===== src/rtl/uart_rx_engine_pkg.sv =====
// Shared types and helpers for the UART receive engine and its bit timer.
// The baud table is also meant for the transmit engine.
package uart_rx_engine_pkg;

  typedef enum logic [2:0] {
    ST_IDLE  = 3'd0,
    ST_START = 3'd1,
    ST_DATA  = 3'd2,
    ST_STOP  = 3'd3,
    ST_DONE  = 3'd4
  } rx_state_e;

  typedef struct packed {
    logic [3:0] baud;
    logic       eight;
    logic       pen;
    logic       ohel;
  } rx_mode_t;

  localparam int unsigned BAUD_MIN = 32'd300;

  function automatic int unsigned baud_rate(input logic [3:0] sel);
    int unsigned rate;
    case (sel)
      4'd0:    rate = 32'd300;
      4'd1:    rate = 32'd1200;
      4'd2:    rate = 32'd2400;
      4'd3:    rate = 32'd4800;
      4'd4:    rate = 32'd9600;
      4'd5:    rate = 32'd19200;
      4'd6:    rate = 32'd38400;
      4'd7:    rate = 32'd57600;
      4'd8:    rate = 32'd115200;
      4'd9:    rate = 32'd230400;
      4'd10:   rate = 32'd460800;
      default: rate = 32'd921600;
    endcase
    return rate;
  endfunction

  // Expected parity bit: even sense makes the total count of ones even.
  function automatic logic parity_expected(input logic [7:0] data, input logic odd);
    return (^data) ^ odd;
  endfunction

endpackage


===== src/rtl/uart_rx_engine_bit_timer.sv =====
// Bit-time down-counter: decodes the baud select into K = CLK_FREQ/rate and
// reloads with a full or half bit; tick_o is high while the count sits at zero.
module uart_rx_engine_bit_timer
  import uart_rx_engine_pkg::*;
#(
  parameter int unsigned CLK_FREQ = 100_000_000
) (
  input  logic       clock,
  input  logic       reset,
  input  logic [3:0] baud_sel_i,
  input  logic       load_half_i,
  input  logic       load_full_i,
  output logic       tick_o
);

  localparam int unsigned CW = $clog2(CLK_FREQ / BAUD_MIN + 32'd1);

  logic [CW-1:0] k_tab [16];
  logic [CW-1:0] k_s;
  logic [CW-1:0] h_s;
  logic [CW-1:0] cnt_d;
  logic [CW-1:0] cnt_q;

  for (genvar g = 0; g < 16; g++) begin : g_k_tab
    assign k_tab[g] = CW'(CLK_FREQ / baud_rate(4'(g)));
  end

  // Loads count K-1 / H-1 so a tick recurs every K cycles.
  always_comb begin
    k_s = k_tab[baud_sel_i];
    h_s = k_s >> 1;
    if (load_full_i) begin
      cnt_d = k_s - CW'(1'b1);
    end else if (load_half_i) begin
      cnt_d = h_s - CW'(1'b1);
    end else if (cnt_q != {CW{1'b0}}) begin
      cnt_d = cnt_q - CW'(1'b1);
    end else begin
      cnt_d = cnt_q;
    end
  end

  always_ff @(posedge clock) begin
    if (reset) begin
      cnt_q  <= {CW{1'b0}};
      tick_o <= 1'b1;
    end else begin
      cnt_q  <= cnt_d;
      tick_o <= (cnt_d == {CW{1'b0}});
    end
  end

endmodule


===== src/rtl/uart_rx_engine.sv =====
// UART receive engine: rx synchronizer, start/data/parity/stop FSM and the
// holding register with ready/error/overrun flags and a per-frame interrupt.
module uart_rx_engine
  import uart_rx_engine_pkg::*;
#(
  parameter int unsigned CLK_FREQ    = 100_000_000,
  parameter int unsigned SYNC_STAGES = 2
) (
  input  logic       clock,
  input  logic       reset,
  input  logic [3:0] baud,
  input  logic       eight,
  input  logic       pen,
  input  logic       ohel,
  input  logic       rx,
  input  logic       clear_rx,
  output logic [7:0] rx_data,
  output logic       rxrdy,
  output logic       perr,
  output logic       ferr,
  output logic       ovf,
  output logic       rx_int
);

  logic [SYNC_STAGES-1:0] sync_q;
  logic                   rxs;
  rx_state_e              state_q;
  rx_mode_t               mode_q;
  logic                   armed_q;
  logic                   stop_q;
  logic [3:0]             bit_cnt_q;
  logic [8:0]             shift_q;
  logic                   tick;
  logic                   start_seen;
  logic                   load_half;
  logic                   load_full;
  logic [3:0]             baud_sel;
  logic [3:0]             last_bit;
  logic [7:0]             data_s;
  logic                   parity_s;

  always_ff @(posedge clock) begin
    if (reset) begin
      sync_q <= {SYNC_STAGES{1'b1}};
    end else begin
      sync_q <= {sync_q[SYNC_STAGES-2:0], rx};
    end
  end

  assign rxs = sync_q[SYNC_STAGES-1];

  // Until the frame starts the live baud input drives the timer so the half-bit load uses it.
  always_comb begin
    start_seen = (state_q == ST_IDLE) && armed_q && !rxs;
    baud_sel   = (state_q == ST_IDLE) ? baud : mode_q.baud;
    load_half  = start_seen;
    load_full  = tick && (((state_q == ST_START) && !rxs) || (state_q == ST_DATA));
    last_bit   = 4'd6 + {3'd0, mode_q.eight} + {3'd0, mode_q.pen};
    if (mode_q.eight) begin
      data_s   = shift_q[7:0];
      parity_s = shift_q[8];
    end else begin
      data_s   = {1'b0, shift_q[6:0]};
      parity_s = shift_q[7];
    end
  end

  uart_rx_engine_bit_timer #(
    .CLK_FREQ(CLK_FREQ)
  ) u_timer (
    .clock      (clock),
    .reset      (reset),
    .baud_sel_i (baud_sel),
    .load_half_i(load_half),
    .load_full_i(load_full),
    .tick_o     (tick)
  );

  // Frame FSM plus holding register; armed_q blocks re-triggering while a break holds rx low.
  always_ff @(posedge clock) begin
    if (reset) begin
      state_q   <= ST_IDLE;
      mode_q    <= '0;
      armed_q   <= 1'b0;
      stop_q    <= 1'b0;
      bit_cnt_q <= 4'd0;
      shift_q   <= 9'd0;
      rx_data   <= 8'd0;
      rxrdy     <= 1'b0;
      perr      <= 1'b0;
      ferr      <= 1'b0;
      ovf       <= 1'b0;
      rx_int    <= 1'b0;
    end else begin
      rx_int <= 1'b0;
      case (state_q)
        ST_IDLE: begin
          if (start_seen) begin
            mode_q    <= {baud, eight, pen, ohel};
            armed_q   <= 1'b0;
            bit_cnt_q <= 4'd0;
            shift_q   <= 9'd0;
            state_q   <= ST_START;
          end else if (rxs) begin
            armed_q <= 1'b1;
          end
        end
        ST_START: begin
          if (tick) begin
            state_q <= rxs ? ST_IDLE : ST_DATA;
          end
        end
        ST_DATA: begin
          if (tick) begin
            // Bits land at their final position: data LSB first, parity just above.
            shift_q[bit_cnt_q] <= rxs;
            if (bit_cnt_q == last_bit) begin
              state_q <= ST_STOP;
            end else begin
              bit_cnt_q <= bit_cnt_q + 4'd1;
            end
          end
        end
        ST_STOP: begin
          if (tick) begin
            stop_q  <= rxs;
            state_q <= ST_DONE;
          end
        end
        ST_DONE: begin
          state_q <= ST_IDLE;
        end
        default: begin
          state_q <= ST_IDLE;
        end
      endcase

      if (state_q == ST_DONE) begin
        rx_data <= data_s;
        rxrdy   <= 1'b1;
        rx_int  <= 1'b1;
        perr    <= mode_q.pen & (parity_s != parity_expected(data_s, mode_q.ohel));
        ferr    <= ~stop_q;
        ovf     <= ovf | (rxrdy & ~clear_rx);
      end else if (clear_rx) begin
        rxrdy <= 1'b0;
        perr  <= 1'b0;
        ferr  <= 1'b0;
        ovf   <= 1'b0;
      end
    end
  end

endmodule


===== config.mk =====
export PLATFORM = sky130hd
export DESIGN_NAME = uart_rx_engine
export DESIGN_NICKNAME = d
export VERILOG_FILES = /design/src/rtl/uart_rx_engine_pkg.sv /design/src/rtl/uart_rx_engine_bit_timer.sv /design/src/rtl/uart_rx_engine.sv
export SDC_FILE = /design/constraint.sdc
export NUM_CORES = 1
export LEC_CHECK = 0
export CORE_MARGIN = 5
export CORE_UTILIZATION = 45
export DETAILED_ROUTE_END_ITERATION = 8
export PLACE_DENSITY = 0.66
export SLEW_MARGIN = 5
export SYNTH_ARGS = -nofsm -noshare
export SYNTH_HDL_FRONTEND = slang
export SYNTH_SLANG_ARGS = --single-unit

===== constraint.sdc =====
create_clock -name clock -period 6.7 [get_ports clock]
set_clock_uncertainty 0.2 [all_clocks]
set_input_delay 2.01 -clock clock [delete_from_list [all_inputs] [get_ports clock]]
set_output_delay 2.01 -clock clock [all_outputs]
set_load 0.02 [all_outputs]

# Yosys cells after proc, flatten, opt, wreduce, memory -nomap -nowiden
# Memories as Yosys holds them, arrays and structs flattened.
# Cells that the tools add are included.
# classes
order_cmp,3
reduce_logical,20
add_sub_neg,6
n_bitwise,7
eq_ne,12
n_mux,33
# op_table
op,count
$mux 19,5
$sub 19x1->19 const B,2
$logic_not 19->1,1
$reduce_bool 19->1,1
$sub 18x1->19 const B,1
$mux 9,2
$pmux 9 s2,1
$mux 4,4
$mux 3,5
$pmux 3 s4,1
$mux 1,10
$bwmux 9,1
$mux 8,1
$ne 2x1->1 const B,4
$pmux 4 s2,1
$reduce_xor 8->1,1
$eq 3x2->1 const B,2
$reduce_and 2->1,3
$reduce_bool 2->1,3
$ge 5x5->1 const B,1
$logic_and 1x1->1,5
$lt 4x5->1 const B,1
$not 4->5,1
$reduce_and 5->1,1
20 further kinds,23
# totals
elab_cells,100
input_bits,11
register_bits,60
output_inout_bits,13
romBits,304
n_memories,1
# mem_list
name,words,width,rd,rd_ports_with_merged_regs,wr,line_no,text
(name not given),16,19,1,0,0,uart_rx_engine_bit_timer.sv:30,k_s = k_tab[baud_sel_i];

# Longest topological paths before layout
# depth
word_depth,10
ltp_mapped,18

# By module
# Synthesis repeated with hierarchy kept, for this count alone.
# unflattened
cells_unflattened,525
hier_area_um2,4038.9
# by_module_without_submodules
mod,cells_each,area_each_um2,instances
uart_rx_engine_bit_timer,301,2170.8,1
uart_rx_engine,224,1868.0,1

# Worst setup path after synthesis
# OpenSTA, ideal clock, no wires.
# synth_path
path_kind,input port to flip-flop
start,input baud[0]
end,register u_timer.tick_o
t_required_ps,6404
cell_stages,15
setup_ps,96
arrival_ps,5197
path_slack_ps,1207
cell_sequence,mux2i_1 -> inv_1 -> ha_1 -> clkbuf_1 -> nand3b_1 -> mux2i_1 -> a21oi_1 -> inv_1 -> ha_1 -> nand4b_1 -> a311oi_2 -> o31ai_1 -> xnor2_1 -> a221o_1 -> o41ai_2
# synth_via
elab_chain_cells,9
word_cells_on_any_way,10
# synth_lines
element,line_no,text
from (decl),uart_rx_engine.sv:11,"input logic [3:0] baud,"
$mux 4 *,uart_rx_engine.sv:55,baud_sel = (state_q == ST_IDLE) ? baud : mode_q.baud;
$not 4->5 (not written as such) *,uart_rx_engine_bit_timer.sv:30,
$mem_v2 16x19 *,n/a,
$mux 19 (not written as such) * (2 in series),uart_rx_engine_bit_timer.sv:30,
$sub 18x1->19,uart_rx_engine_bit_timer.sv:35,cnt_d = h_s - CW'(1'b1);
$mux 19,uart_rx_engine_bit_timer.sv:34,end else if (load_half_i) begin
$mux 19 *,uart_rx_engine_bit_timer.sv:32,if (load_full_i) begin
$logic_not 19->1 *,uart_rx_engine_bit_timer.sv:49,tick_o <= (cnt_d == {CW{1'b0}});
to (signal assigned),uart_rx_engine_bit_timer.sv:49,
to (decl),uart_rx_engine_bit_timer.sv:13,output logic tick_o
# Every way passes the cells marked *; elsewhere a longest branch is shown, timed or not. The select of a mux whose other input is x is not followed.
# A chain may end at the register's enable or synchronous reset.

# Final worst setup path
# Ends and elaborated chain as after synthesis.

==> results.txt <==
* Routed wire per std cell: 17.4 microns
- The floorplan step defined a core boundary enclosing 0.00933 sq mm.
- Total of max-cap violations: 0
* Wire length of the first global-routing pass: 19,500 microns
- The tightest min-delay check is of the reg2reg type.
* Top_reg_cell synth: dfxtp_1
- Across all layers, the routed design uses 4,169 vias.
- Most area-consuming cells after synthesis: dfxtp_1, nand2_1, a21oi_1
- The tree is rooted in a clkbuf_8.
* Final min period: 5.72 ns
* Synthesized area divided by synthesized cell count: 7.86 sq um
- Leakage power of the design: 0.00172 uW
* CP Class: in2reg
- Synth Cell Area: 0.00433 sq mm
- Synth cell types: 79
- Input and output buffers added on the ports amount to 23.
- Placed wire-length estimate after detailed placement: 8510 microns
- The flow ran to the end, and the final reports show no timing, DRC or antenna violations.
- Post-placement cell area: 0.00463 sq mm
- Top cells by instance count after synthesis: nand2_1, dfxtp_1, a21oi_1
- Share of the cycle needed by the critical path after routing: 0.854
- H-Tree Depth: 3
* Setup violators final: 0
- Measured along the y axis, the die boundary spans 108 microns.
* Capture point of the worst reg-to-reg path: u_timer.tick_o
* Synth Register Bits: 60
- The number of hold-slack violations in the final timing report is 0.
* Rows: 35
- STA classifies the critical path endpoint as a flop.
* Area growth syn-to-layout: 11.6%
* Cell count of the worst hold path: 1
- Largest stage delay, worst path: 0.54 ns
* Share of synthesized registers carrying an async set or reset: 0
- Post-synth EDFFs: 0
- The first TritonRoute pass finished after 5 iterations.
- Antenna violations before repair: 0
- Using the TritonRoute via totals, the vias-per-cell ratio works out to 6.02.
- Reg2reg path depth: 15
* Total die area: 0.0117 sq mm
* Setup Buffers After CTS: 0
- Total Nets Final: 587
- Iteration-0 DRC count of the detailed router: 322
- Count of pins over their slew limit: 0
* GRT overflow: 0
- Once detail routing completed, the nets flagged for antenna violations numbered 0.
* Vias in the first global route: 3,910
* Worst Hold End: sync_q[1]
- For this run, the total global-route usage over all layers was measured as 0.209.
- Maximum vdd drop: 0.136 mV
* Post-synth top area share: 0.277
- Achievable frequency: 0.175 GHz
- Horiz. Die Dim: 108 microns
- Among all stages on the critical path, the largest delay is contributed by clkdlybuf4s50_1.
- Worst flop-to-flop path startpoint: state_q[1]
* Final design area excluding fillers: 0.00483 sq mm
- Min-Delay Startpoint: sync_q[0]
* Gate count of the mapped netlist: 551
- For the pin with the worst max-slew slack, the measured transition is 0.850 ns.
* Maximum number of pins on one net before global-route repair: 48
- Critical path launch point type: input pin
- After clock tree synthesis, the clock-pin slew on the worst setup and hold paths is 0.08 ns.
* Critical Path RT: 6.76 ns
* Diodes inserted: 0
- Synthesis produced a netlist with a net count of 579.
- # fillers: 929
- Clock latency on the worst-skew pair: 0.34 ns
- Final estimated routing congestion in global placement: 0.949
* Total of hold buffers inserted after clock tree synthesis: 0
* Final WL: 12,000 microns
- RSZ-0062 raised after global routing: false
* Residual DRC: 0
* Starting Density: 0.464
* Worst endpoint data arrival time: 5.78 ns
- Along the worst path, the maximum fanout reaches 11.
- Power density of the placed cells: 309 mW/mm^2
* Clock Sink Count: 60
- The worst pin sits at a relative slew slack of 0.419.
- Cell type with the highest aggregate area in the netlist: dfxtp_1
* Most common cell in the synthesized netlist: nand2_1
* Share of final-layout standard cells stronger than drive strength 1: 0.0833
- Series of cell instances along the critical path: clkdlybuf4s50_1 -> mux2i_1 -> inv_1 -> ha_1 -> nand3b_1 -> mux2i_1 -> a21oi_1 -> inv_1 -> ha_1 -> nand4b_1 -> a311oi_2 -> o31ai_1 -> xnor2_1 -> a221o_1 -> o41ai_2
- Share of the yosys chip area belonging to registers: 0.277
- Number of warning messages in the yosys log: 0
* IO Pins: 24
- Gates resized during post-CTS repair numbered 0.
- CTS tree: yes
- Number of CTS-inserted buffers: 9
- The longest clock path from root to sink contains 2 buffers.
- Total Negative Setup Slacks: 0 ns
- Worst-case register-to-register setup slack: 1.96 ns
## critical path, delay by kind of cell
family                   cells  cell delay, ns
AO/OA/AOI/OAI                5            1.27
XOR/XNOR                     1            0.15
adder cells (fa/ha/maj)      2            0.72
buffers and inverters        3            0.77
multiplexers                 2            0.48
AND/OR/NAND/NOR              2            0.37
## worst max-delay path by stage
stage | from | to | slack (ns)
6_report | baud[0] | u_timer.tick_o | 0.98
5_1_grt | baud[0] | u_timer.tick_o | 0.65
4_1_cts | baud[0] | u_timer.tick_o | 1.04
3_5_place_dp | baud[0] | u_timer.tick_o | 0.68
3_3_place_gp | baud[0] | u_timer.tick_o | 0.79
2_1_floorplan | baud[0] | u_timer.tick_o | 1.21
## cell usage in the layout, fill, tap and decap left out, types with 3 or more instances in the layout
| master | synthesis | layout |
|---|---|---|
| a21o_1 | 7 | 7 |
| or4_1 | 4 | 4 |
| clkdlybuf4s50_1 | 0 | 23 |
| mux2i_1 | 7 | 7 |
| a211oi_1 | 7 | 7 |
| and2_1 | 18 | 18 |
| inv_1 | 12 | 12 |
| nor2b_1 | 12 | 12 |
| nor3_1 | 16 | 16 |
| a221oi_1 | 3 | 3 |
| o2111ai_1 | 3 | 3 |
| nor2_1 | 36 | 36 |
| nand3_1 | 17 | 17 |
| xnor2_1 | 17 | 17 |
| clkinv_4 | 0 | 3 |
| o31ai_1 | 3 | 3 |
| mux2_2 | 4 | 4 |
| clkbuf_8 | 0 | 9 |
| nor4_1 | 9 | 9 |
| nor4bb_1 | 3 | 3 |
| nand3b_1 | 6 | 6 |
| a31oi_1 | 4 | 4 |
| nand4_1 | 3 | 3 |
| o211ai_1 | 18 | 18 |
| ha_1 | 17 | 17 |
| o22a_1 | 3 | 3 |
| or3_1 | 5 | 5 |
| xor2_1 | 18 | 18 |
| dfxtp_1 | 60 | 60 |
| o21ai_0 | 27 | 27 |
| nand2_1 | 69 | 69 |
| a21oi_1 | 47 | 47 |
| buf_4 | 0 | 8 |
| or2_2 | 3 | 3 |
| nand2b_1 | 3 | 3 |
| nor3b_1 | 4 | 4 |
## state kept, by name (all words and copies together), names as in the netlist, 2 cells and up
name	count
mode_q	7
bit_cnt_q	4
shift_q	9
u_timer.cnt_q	19
rx_data	8
state_q	3
sync_q	2
## logic make-up (layout without fill, tap and decap cells)
| group | after synthesis | in the layout | synth area share |
|---|---|---|---|
| AND/OR/NAND/NOR | 220 | 220 | 0.261 |
| AO/OA/AOI/OAI | 159 | 159 | 0.262 |
| flip-flops | 60 | 60 | 0.277 |
| buffers and inverters | 47 | 60 | 0.0451 |
| XOR/XNOR | 35 | 35 | 0.0708 |
| adder cells (fa/ha/maj) | 17 | 17 | 0.0491 |
| multiplexers | 13 | 13 | 0.0353 |
## through the flow
stage	hold slack [ns]	std cells	setup slack, ns	total power (uW)	utilization
2_1_floorplan	0.189	551	1.21	985	-
3_3_place_gp	0.193	677	0.794	1130	0.497
3_5_place_dp	0.196	677	0.678	1150	0.497
4_1_cts	0.205	693	1.04	1490	0.518
5_1_grt	0.221	693	0.653	1600	0.518
6_report	0.202	693	0.977	1490	0.518
## layout make-up
cell class,instances,area [sq um],share of cell area
multi-input combinational,444,2930,0.607
sequential,60,1200,0.249
timing repair buffer,31,290,0.0601
tap,129,161,0.0334
clock buffer,9,124,0.0256
clock inverter,7,75.1,0.0155
inverter,13,48.8,0.0101
## report_power, final
part           leakage, uW  internal, uW  total (uW)  switching (uW)
Combinational      0.00113           284         690             405
Clock             0.000104           174         338             164
Sequential        0.000488           406         467            61.2
Total              0.00172           864        1490             631
## layer usage
metal	global-route usage	routed length (microns)	vias to the layer above
li1	-	-	2023
met1	0.274	5370	1978
met2	0.340	5620	138
met3	0.0507	768	30
met4	0.0658	282	0
met5	0	0	-
Power figures use the tool's default switching activity.
